<file path="src/rtl/radix4_booth_mul_pkg.sv">
// Shared types and constants for the radix-4 Booth sequential multiplier.
package radix4_booth_mul_pkg;

    // Operand width is tied to the 65-bit shifter: 2*WIDTH+1 == 65.
    localparam int WIDTH  = 32;
    localparam int N_ITER = WIDTH / 2;
    localparam int P_W    = 2 * WIDTH + 1;
    localparam int CNT_W  = 4;

    // Controller states.
    typedef enum logic [1:0] {
        IDLE = 2'd0,
        RUN  = 2'd1,
        DONE = 2'd2
    } state_t;

    // Booth digit selected from the low three bits of P.
    typedef enum logic [2:0] {
        ZERO = 3'd0,
        PM   = 3'd1,
        P2M  = 3'd2,
        NM   = 3'd3,
        N2M  = 3'd4
    } booth_digit_t;

    // Radix-4 Booth recoding of {q[i+1], q[i], q[i-1]}.
    function automatic booth_digit_t booth_decode(input logic [2:0] bits);
        booth_digit_t d;
        case (bits)
            3'b001, 3'b010: d = PM;
            3'b011:         d = P2M;
            3'b100:         d = N2M;
            3'b101, 3'b110: d = NM;
            default:        d = ZERO;
        endcase
        return d;
    endfunction

endpackage

</file>
<file path="src/rtl/radix4_booth_mul_if.sv">
// Operation bus between a requester and the Booth multiplier.
//
// Handshake: the requester pulses op_start while op_busy is low; the
// multiplier accepts it on that rising edge (in IDLE or DONE), raises op_busy
// for exactly N_ITER cycles, then raises op_done and presents result until a
// new op_start or op_clear. op_clear aborts at any time and wins over
// op_start. dbg_state mirrors the controller state for observation.
interface radix4_booth_mul_if;
    import radix4_booth_mul_pkg::*;

    logic                 op_start;
    logic                 op_clear;
    logic [WIDTH-1:0]     multiplicand;
    logic [WIDTH-1:0]     multiplier;
    logic                 op_busy;
    logic                 op_done;
    logic [2*WIDTH-1:0]   result;
    state_t               dbg_state;

    modport master (
        output op_start, op_clear, multiplicand, multiplier,
        input  op_busy, op_done, result, dbg_state
    );

    modport slave (
        input  op_start, op_clear, multiplicand, multiplier,
        output op_busy, op_done, result, dbg_state
    );

endinterface

</file>
<file path="src/rtl/asr65.sv">
// 65-bit arithmetic right shifter by 0..3 positions.
module asr65 (
    input  logic [64:0] d_in,
    input  logic [1:0]  shamt,
    output logic [64:0] d_out
);

    // Sign-filling shift of the full word.
    assign d_out = $signed(d_in) >>> shamt;

endmodule

</file>
<file path="src/rtl/radix4_booth_enc.sv">
// Booth encoder: maps P[2:0] and the latched multiplicand to the 34-bit
// signed multiple to add into the upper half of P.
module radix4_booth_enc
    import radix4_booth_mul_pkg::*;
(
    input  logic [2:0]        p_low,
    input  logic [WIDTH-1:0]  m,
    output logic [WIDTH+1:0]  multiple
);

    localparam logic [WIDTH+1:0] ONE = (WIDTH+2)'(1);

    logic [WIDTH+1:0] m1;
    logic [WIDTH+1:0] m2;

    // 34 bits are enough to hold +/-2M for any 32-bit M without overflow.
    assign m1 = {{2{m[WIDTH-1]}}, m};
    assign m2 = m1 << 1;

    // Select the multiple; negatives are formed as two's complement.
    always_comb begin
        multiple = '0;
        case (booth_decode(p_low))
            PM:      multiple = m1;
            P2M:     multiple = m2;
            NM:      multiple = ~m1 + ONE;
            N2M:     multiple = ~m2 + ONE;
            default: multiple = '0;
        endcase
    end

endmodule

</file>
<file path="src/rtl/radix4_booth_mul.sv">
// Sequential signed 32x32 radix-4 Booth multiplier, 16 iterations per product.
// P = {U[31:0], V[31:0], Xm1}; each iteration adds the Booth multiple to U and
// shifts P right arithmetically by two through the shared 65-bit shifter.
module radix4_booth_mul
    import radix4_booth_mul_pkg::*;
(
    input  logic                    clk,
    input  logic                    reset,
    radix4_booth_mul_if.slave       bus
);

    state_t             state;
    logic [P_W-1:0]     p;
    logic [WIDTH-1:0]   m_lat;
    logic [CNT_W-1:0]   cnt;

    logic [WIDTH+1:0]   multiple;
    logic [WIDTH+1:0]   sum;
    logic [P_W-1:0]     shift_in;
    logic [P_W-1:0]     shift_out;
    logic [P_W-1:0]     p_next;

    radix4_booth_enc u_enc (
        .p_low    (p[2:0]),
        .m        (m_lat),
        .multiple (multiple)
    );

    // U sign-extended to 34 bits plus the selected multiple.
    assign sum      = {{2{p[P_W-1]}}, p[P_W-1:WIDTH+1]} + multiple;
    assign shift_in = {sum[WIDTH-1:0], p[WIDTH:0]};

    asr65 u_asr (
        .d_in  (shift_in),
        .shamt (2'b10),
        .d_out (shift_out)
    );

    // The top two bits come from the 34-bit sum so an overflowing U
    // (e.g. M = -2^31 with digit -2M) keeps its true sign.
    always_comb begin
        p_next = shift_out;
        p_next[P_W-1:P_W-2] = sum[WIDTH+1:WIDTH];
    end

    // Controller, iteration counter and partial-product register.
    always_ff @(posedge clk) begin
        if (reset || bus.op_clear) begin
            state <= IDLE;
            p     <= '0;
            cnt   <= '0;
            m_lat <= '0;
        end else begin
            case (state)
                IDLE, DONE: begin
                    if (bus.op_start) begin
                        p     <= {{WIDTH{1'b0}}, bus.multiplier, 1'b0};
                        m_lat <= bus.multiplicand;
                        cnt   <= '0;
                        state <= RUN;
                    end
                end
                RUN: begin
                    p   <= p_next;
                    cnt <= cnt + CNT_W'(1);
                    if (cnt == CNT_W'(N_ITER - 1)) begin
                        state <= DONE;
                    end
                end
                default: state <= IDLE;
            endcase
        end
    end

    assign bus.op_busy   = (state == RUN);
    assign bus.op_done   = (state == DONE);
    assign bus.result    = (state == DONE) ? p[P_W-1:1] : '0;
    assign bus.dbg_state = state;

endmodule

</file>
<file path="src/flat_wrapper.sv">
// flat-port wrapper written by rule: the top's interface ports become plain ports
module radix4_booth_mul_flat import radix4_booth_mul_pkg::*;
  (clk, reset, bus_op_start, bus_op_clear, bus_multiplicand, bus_multiplier, bus_op_busy, bus_op_done, bus_result, bus_dbg_state);
  radix4_booth_mul_if bus_i ();
  input  logic clk;
  input  logic reset;
  input wire logic [$bits(bus_i.op_start)-1:0] bus_op_start;
  input wire logic [$bits(bus_i.op_clear)-1:0] bus_op_clear;
  input wire logic [$bits(bus_i.multiplicand)-1:0] bus_multiplicand;
  input wire logic [$bits(bus_i.multiplier)-1:0] bus_multiplier;
  output wire logic [$bits(bus_i.op_busy)-1:0] bus_op_busy;
  output wire logic [$bits(bus_i.op_done)-1:0] bus_op_done;
  output wire logic [$bits(bus_i.result)-1:0] bus_result;
  output wire logic [$bits(bus_i.dbg_state)-1:0] bus_dbg_state;
  assign bus_i.op_start = bus_op_start;
  assign bus_i.op_clear = bus_op_clear;
  assign bus_i.multiplicand = bus_multiplicand;
  assign bus_i.multiplier = bus_multiplier;
  assign bus_op_busy = bus_i.op_busy;
  assign bus_op_done = bus_i.op_done;
  assign bus_result = bus_i.result;
  assign bus_dbg_state = bus_i.dbg_state;
  radix4_booth_mul u_core (.clk(clk), .reset(reset), .bus(bus_i));
endmodule
</file>
<file path="config.mk">
export PLATFORM = sky130hd
export DESIGN_NAME = radix4_booth_mul_flat
export DESIGN_NICKNAME = d
export VERILOG_FILES = /design/src/rtl/radix4_booth_mul_pkg.sv /design/src/rtl/radix4_booth_mul_if.sv /design/src/rtl/asr65.sv /design/src/rtl/radix4_booth_enc.sv /design/src/rtl/radix4_booth_mul.sv /design/src/flat_wrapper.sv
export SDC_FILE = /design/constraint.sdc
export NUM_CORES = 1
export LEC_CHECK = 0
export ABC_AREA = 1
export CAP_MARGIN = 10
export CORE_ASPECT_RATIO = 1.25
export CORE_MARGIN = 10
export CORE_UTILIZATION = 54
export CTS_CLUSTER_DIAMETER = 40
export CTS_CLUSTER_SIZE = 10
export DETAILED_ROUTE_END_ITERATION = 16
export GPL_TIMING_DRIVEN = 1
export PLACE_DENSITY = 0.85
export SKIP_LAST_GASP = 1
export SLEW_MARGIN = 5
export SYNTH_ARGS = -nofsm -noshare
export SYNTH_HDL_FRONTEND = slang
export SYNTH_SLANG_ARGS = --single-unit
</file>
<file path="constraint.sdc">
create_clock -name clk -period 3.5 [get_ports clk]
set_input_delay 0.35 -clock clk [delete_from_list [all_inputs] [get_ports clk]]
set_output_delay 0.35 -clock clk [all_outputs]
set_load 0.005 [all_outputs]
</file>
* Word-level counts from Yosys, hierarchy flattened
Index checks and enable logic that the tools add are counted.
W data, S select, Z words.
** Operators by class
- Equality and inequality tests :: 15
- Add/sub/neg operators :: 4
- Bitwise gates (word level) :: 2
- Muxes and demuxes :: 10
- Reduce and logical (&&, ||, !) cells :: 9
** Operators by type and width (number)
- $pmux W34 S4 :: 1
- $pmux W65 S2 :: 1
- $add A34 B1 Y34 const B :: 2
- $not A34 Y34 :: 2
- $mux W65 :: 1
- $mux W64 :: 1
- $add A34 B34 Y34 :: 1
- $eq A3 B2 Y1 const B :: 4
- $eq A3 B3 Y1 const B :: 4
- $pmux W3 S4 :: 1
- $pmux W4 S2 :: 1
- $eq A3 B1 Y1 const B :: 2
- $reduce_and A2 Y1 :: 3
- $reduce_or A2 Y1 :: 3
- $add A4 B1 Y4 const B :: 1
- $eq A4 B4 Y1 const B :: 1
- $mux W2 :: 2
- $mux W4 :: 1
- $pmux W2 S2 :: 1
- $eq A2 B1 Y1 const B :: 1
- $eq A2 B2 Y1 const B :: 1
- $logic_not A2 Y1 :: 1
- $ne A2 B1 Y1 const B :: 1
- $ne A2 B2 Y1 const B :: 1
- other kinds (2) :: 2
** Storage, ports and cells
- Flip-flop bits (word level) :: 103

* Depth between registers and ports, before layout
- Depth after elaboration :: 7
- Gate-level depth with buffers :: 27

* By module
Synthesis repeated with hierarchy kept, for this count alone.
** Second synthesis, totals
- Cells, all modules :: 1779
- Area total of the unflattened synthesis :: 10092.2 um2
** By module, submodules not included
- radix4_booth_mul :: seq. area each 2062.0 um2, area each 6381.1 um2, cells each 977, times used 1
- radix4_booth_enc :: seq. area each 0.0 um2, area each 1909.3 um2, cells each 389, times used 1
- asr65 :: seq. area each 0.0 um2, area each 1801.7 um2, cells each 413, times used 1

* Worst setup path before layout
OpenSTA, ideal clock, no wires.
- Path type :: register to register
- Start point :: register u_core.m_lat[0]
- End point :: register u_core.p[59]
- Setup time :: 132 ps
- Required time :: 3368 ps
- Cell stages (with the launch flop) :: 21
- Arrival time :: 2805 ps
- Path buffers :: 0
- Slack :: 563 ps
- Cell sequence :: dfxtp_1 inv_1 ha_1 nand2_1 nor2_1 nand2_2 nor2_4 nand2_1 or3_1 nand3_1 nand3_1 ha_1 nand2_1 nor2_1 inv_1 nor4_1 nand2_1 nand2_1 nand2_1 nand3_1 a21oi_1
** On the way
- Word-level cells in the longest chain between the ends :: 5
** RTL lines
- start: declaration :: RTL line radix4_booth_mul.sv:14 : logic [WIDTH-1:0] m_lat;
- start signal: assignment :: RTL line radix4_booth_mul.sv:58 : m_lat <= bus.multiplicand;
- $not A34 Y34, on equally long branches :: RTL line radix4_booth_enc.sv:26, radix4_booth_enc.sv:27
- $add A34 B1 Y34, on equally long branches :: RTL line radix4_booth_enc.sv:26, radix4_booth_enc.sv:27
- $pmux W34 S4 (*) :: RTL line radix4_booth_enc.sv:23 : case (booth_decode(p_low))
- $add A34 B34 Y34 (*) :: RTL line radix4_booth_mul.sv:30 : assign sum = {{2{p[P_W-1]}}, p[P_W-1:WIDTH+1]} + multiple;
- $pmux W65 S2 (*) :: RTL line radix4_booth_mul.sv:54 : case (state)
- end signal: assignment :: RTL line radix4_booth_mul.sv:57 : p <= {{WIDTH{1'b0}}, bus.multiplier, 1'b0};
- end signal: assignment :: RTL line radix4_booth_mul.sv:64 : p <= p_next;
- end: declaration :: RTL line radix4_booth_mul.sv:13 : logic [P_W-1:0] p;
Every way passes the cells marked *; elsewhere a longest branch is shown, timed or not.
A chain may end at the register's enable or synchronous reset.

* Worst setup path in the final report
- Start point :: register u_core.m_lat[1]
- End point :: register u_core.p[59]
The elaborated chain is that of the path after synthesis.

==> impl_results.md <==
* Port Buffer Count at ~140
* Mux contribution to synthesized area at 0%
* # H-tree levels at 3
* Total gr overflow at 0
* Share of cells above drive strength 1 at between 10 and 15%
* Cell mode on critical path: nand2_1
* Cts bufs inserted at 9
* Clock root buffer: clkbuf_16
* First-pass GRT wire length at around 42 mm
* Reg clk slew, reported paths at approximately 0.08 ns
* Setup crit end kind: flop
* Async SR Flop Fraction at 0%
* Antenna violations before repair at 0
* Via Count at ~9k
* RSZ-0062 raised after global routing: true
* Slew at the pin closest to its max-slew limit at around 0.78 ns
* Tcrit/Tclk final at 97.1%
* Register area share after synthesis at 26.4%
* Buf/Inv on CP at 1
* Drt total wl at 26.4 mm
* Sequential power share at 43.8%
* Antenna cells at 0
* Most frequent cell after synthesis: nand2_1
* YS warnings at 0
* Area contributors post-synth: dfxtp_1 (26%), nand2_1 (13%), nor2_1 (9.9%)
* CP peak stage delay at about 0.33 ns
* Post-layout worst setup margin at about 0.10 ns
* Top cells by count, synth: nand2_1 (274), nor2_1 (205), inv_1 (159), a21oi_1 (127), dfxtp_1 (103)
* Tmin final at 3.40 ns
* Synthesized flop and latch total at roughly 100
* Drt pass-1 iters at 6
* Synth area leader: dfxtp_1
* Largest net degree at the start of global routing at 67
* Starting density of the core at 54.6%
* Achievable Freq at 294 MHz
* Synth Flop Type: dfxtp_1
* Routability congestion estimate at between 0.9 and 1
* Final setup violation count at 0
* Max-Cap Viols at 0
* Largest family of logic cells by synthesized area: simple AND/OR/NAND/NOR gates
* Psw at 0.887 mW
* Worst hold-check path type: flop to flop
* Final Skew at a little over 0.01 ns
* Synth cell types at 42
* Pre-CTS setup slack at -0.0341 ns
* Type of origin of the critical path: flop
* Area taken by multi-input logic gates at between 0.005 and 0.006 mm²
* Final HPWL DP at between 20 and 25 mm
* Peak supply drop at approximately 250 µV
* Switching part of the total power at about a third
* Gate power share at approximately a fifth
* Gr usage total at roughly 26%
* Vias/cell at 5.65
* CTS tree: done
* Cell Area, Synth at about 0.0078 mm²
* Clk_lat worst skew at 0.37 ns
* CP max-delay cell: dfxtp_1
* Vias in the first global route at approximately 8.5k
* Cell depth of the worst setup path at 19
* CP required at about 3.8 ns
* Simple-gate share of the synthesized area at 33.0%
* Fin nets at around 1.5k
* Power Dens Cells at ~280 mW/mm²
* CORE AREA at around 0.014 mm²
* Leakage at 4.12 nW
* Hold depth at 1
* Adder-cell share of the synthesized area at 5.87%
* Final Slew Violations at 0
* Net Count, Synth at between 1k and 1.5k
* Die ar. at just under 0.02 mm²
* Compound-cell area share of the yosys netlist at approximately 22%
* Layout fillers at roughly 1.3k
* Internal power at 1.93 mW
* Final instance area at 0.0102 mm²
* Reg area at 0.00206 mm²
* Clock sink total at 103
* Synth top area share at about a quarter
* Critical path arrival at between 3 and 4 ns
* Clock power share at ~36%
* Clk buf depth at 2
* Layout area overhead at 31.1%
* Slew headroom at approximately half
* Post-route DRC at 0
* I/O pins at about 140
* Status: finished clean
* Antenna-violating nets left at 0
* Crit path max fanout at 4
* DP Area at approximately 0.0095 mm²
* Std-Cell Rows at 49
* Chip height at 154 µm
* Post-Synth XOR/XNOR Area at under 10%
* Mapped Cells at about 1.3k
* Worst R2R Path Depth at 19
* Post-synth EDFFs at 0
* Crit-path cells: inv_2 -> ha_2 -> nand2_1 -> nor2_4 -> nand2_2 -> nor2_2 -> nand4_1 -> or2_2 -> nand3_1 -> nand3_2 -> ha_4 -> a21oi_1 -> o21ai_1 -> o21bai_1 -> a31oi_1 -> nand2_1 -> nand2_1 -> nand3_1 -> a21oi_2
* Syn avg cell area at between 6 and 7 µm²
* DR WL/cell at approximately 16 µm
* Die width at about 130 µm
* Delay-heaviest family, CP: simple AND/OR/NAND/NOR gates
* Endpoints failing hold at 0
* Iter 0 DRT Violations at around 890
* Critical path class: flop to flop
[stage by stage]
step / instances / util, % / hold WS, ns / TNS [ns] / power [mW]
floorplan: 1285 / - / 0.437 / 0 / 1.59
global placement: 1582 / 66.5 / 0.455 / 0 / 1.77
detailed placement: 1582 / 66.5 / 0.459 / -0.0341 / 1.78
CTS: 1598 / 68.5 / 0.472 / 0 / 2.79
global route: 1601 / 71.7 / 0.494 / -0.267 / 2.92
finish: 1601 / 71.7 / 0.470 / 0 / 2.82
[final cells by class]
| cell class | count | share of cell area, % |
|---|---|---|
| tap | 178 | 2.18 |
| clock buffer | 9 | 2.20 |
| sequential | 103 | 20.1 |
| clock inverter | 7 | 0.648 |
| inverter | 166 | 6.09 |
| multi-input combinational | 963 | 52.5 |
| timing repair buffer | 175 | 16.3 |
[flip-flops by register name (all words and copies together) (netlist names)]
| register | flops |
|---|---|
| u_core.m_lat | 32 |
| u_core.bus.dbg_state | 2 |
| u_core.p | 65 |
| u_core.cnt | 4 |
[path summary, 6_finish.rpt]
| kind | start | endpoint | slack [ns] |
|---|---|---|---|
| setup / recovery | u_core.m_lat[1]$_SDFFE_PP0P_ | u_core.p[59]$_SDFFE_PP0P_ | 0.10 |
| hold / removal | u_core.cnt[3]$_SDFFE_PP0P_ | u_core.cnt[3]$_SDFFE_PP0P_ | 0.47 |
| setup reg to reg | u_core.m_lat[1]$_SDFFE_PP0P_ | u_core.p[59]$_SDFFE_PP0P_ | 0.10 |
| hold reg to reg | u_core.cnt[3]$_SDFFE_PP0P_ | u_core.cnt[3]$_SDFFE_PP0P_ | 0.47 |
[worst register-to-register path: cells and delay by family (launching register included)]
family                   cells  cell delay (ns)
buffers and inverters        1             0.08
adder cells (fa/ha/maj)      2             0.46
AO/OA/AOI/OAI                5             1.01
flip-flops                   1             0.33
AND/OR/NAND/NOR             11             1.47
[power groups by stage]
stage | logic (mW) | registers [mW] | clock network (mW)
6_report | 0.565 | 1.23 | 1.02
3_3_place_gp | 0.515 | 1.26 | 0
4_1_cts | 0.527 | 1.23 | 1.03
2_1_floorplan | 0.336 | 1.25 | 0
3_5_place_dp | 0.522 | 1.26 | 0
5_1_grt | 0.623 | 1.24 | 1.06
[timing repair]
| action | 4_1_cts | 5_1_grt |
|---|---|---|
| endpoints found under the setup margin | 2 | 21 |
| pin swaps | 0 | 12 |
| setup buffers | 0 | 3 |
| hold buffers | 0 | 0 |
| gates resized for setup | 3 | 87 |
[kinds of logic after synthesis]
logic type | count (synthesis)
buf+inv | 219
fa+ha+maj | 36
flops | 103
simple gates | 617
xor+xnor | 18
compound gates | 292
[cell usage in the layout, fill, tap and decap left out, types with 3 or more instances in the layout]
cell type and count:
nand3b_1 6, a21oi_2 14, a21oi_1 113, a21o_1 3
ha_4 14, clkinv_4 5, a221oi_1 31, nand3_2 12
ha_1 18, nor2_4 8, a22oi_1 30, nand3_1 76
clkdlybuf4s50_1 135, clkbuf_16 9, dfxtp_1 103, o21ai_1 5
nor3_1 5, o21a_1 8, or2_2 3, inv_2 9
nor3_4 3, o21bai_1 7, inv_1 155, buf_4 39
ha_2 3, nand2_2 13, nor2_1 190, nand4_1 11
nor3_2 5, nand2_1 265, nor2_2 12, xor2_1 16
o21ai_0 72
[routing by layer]
layer | share of wire (%) | GRT usage (%) | vias up
li1 | - | - | 4504
met1 | 41 | 31.3 | 4180
met2 | 49 | 43.5 | 316
met3 | 6.8 | 4.41 | 46
met4 | 2.9 | 9.78 | 0
met5 | 0 | 0 | -
Power figures use the tool's default switching activity.
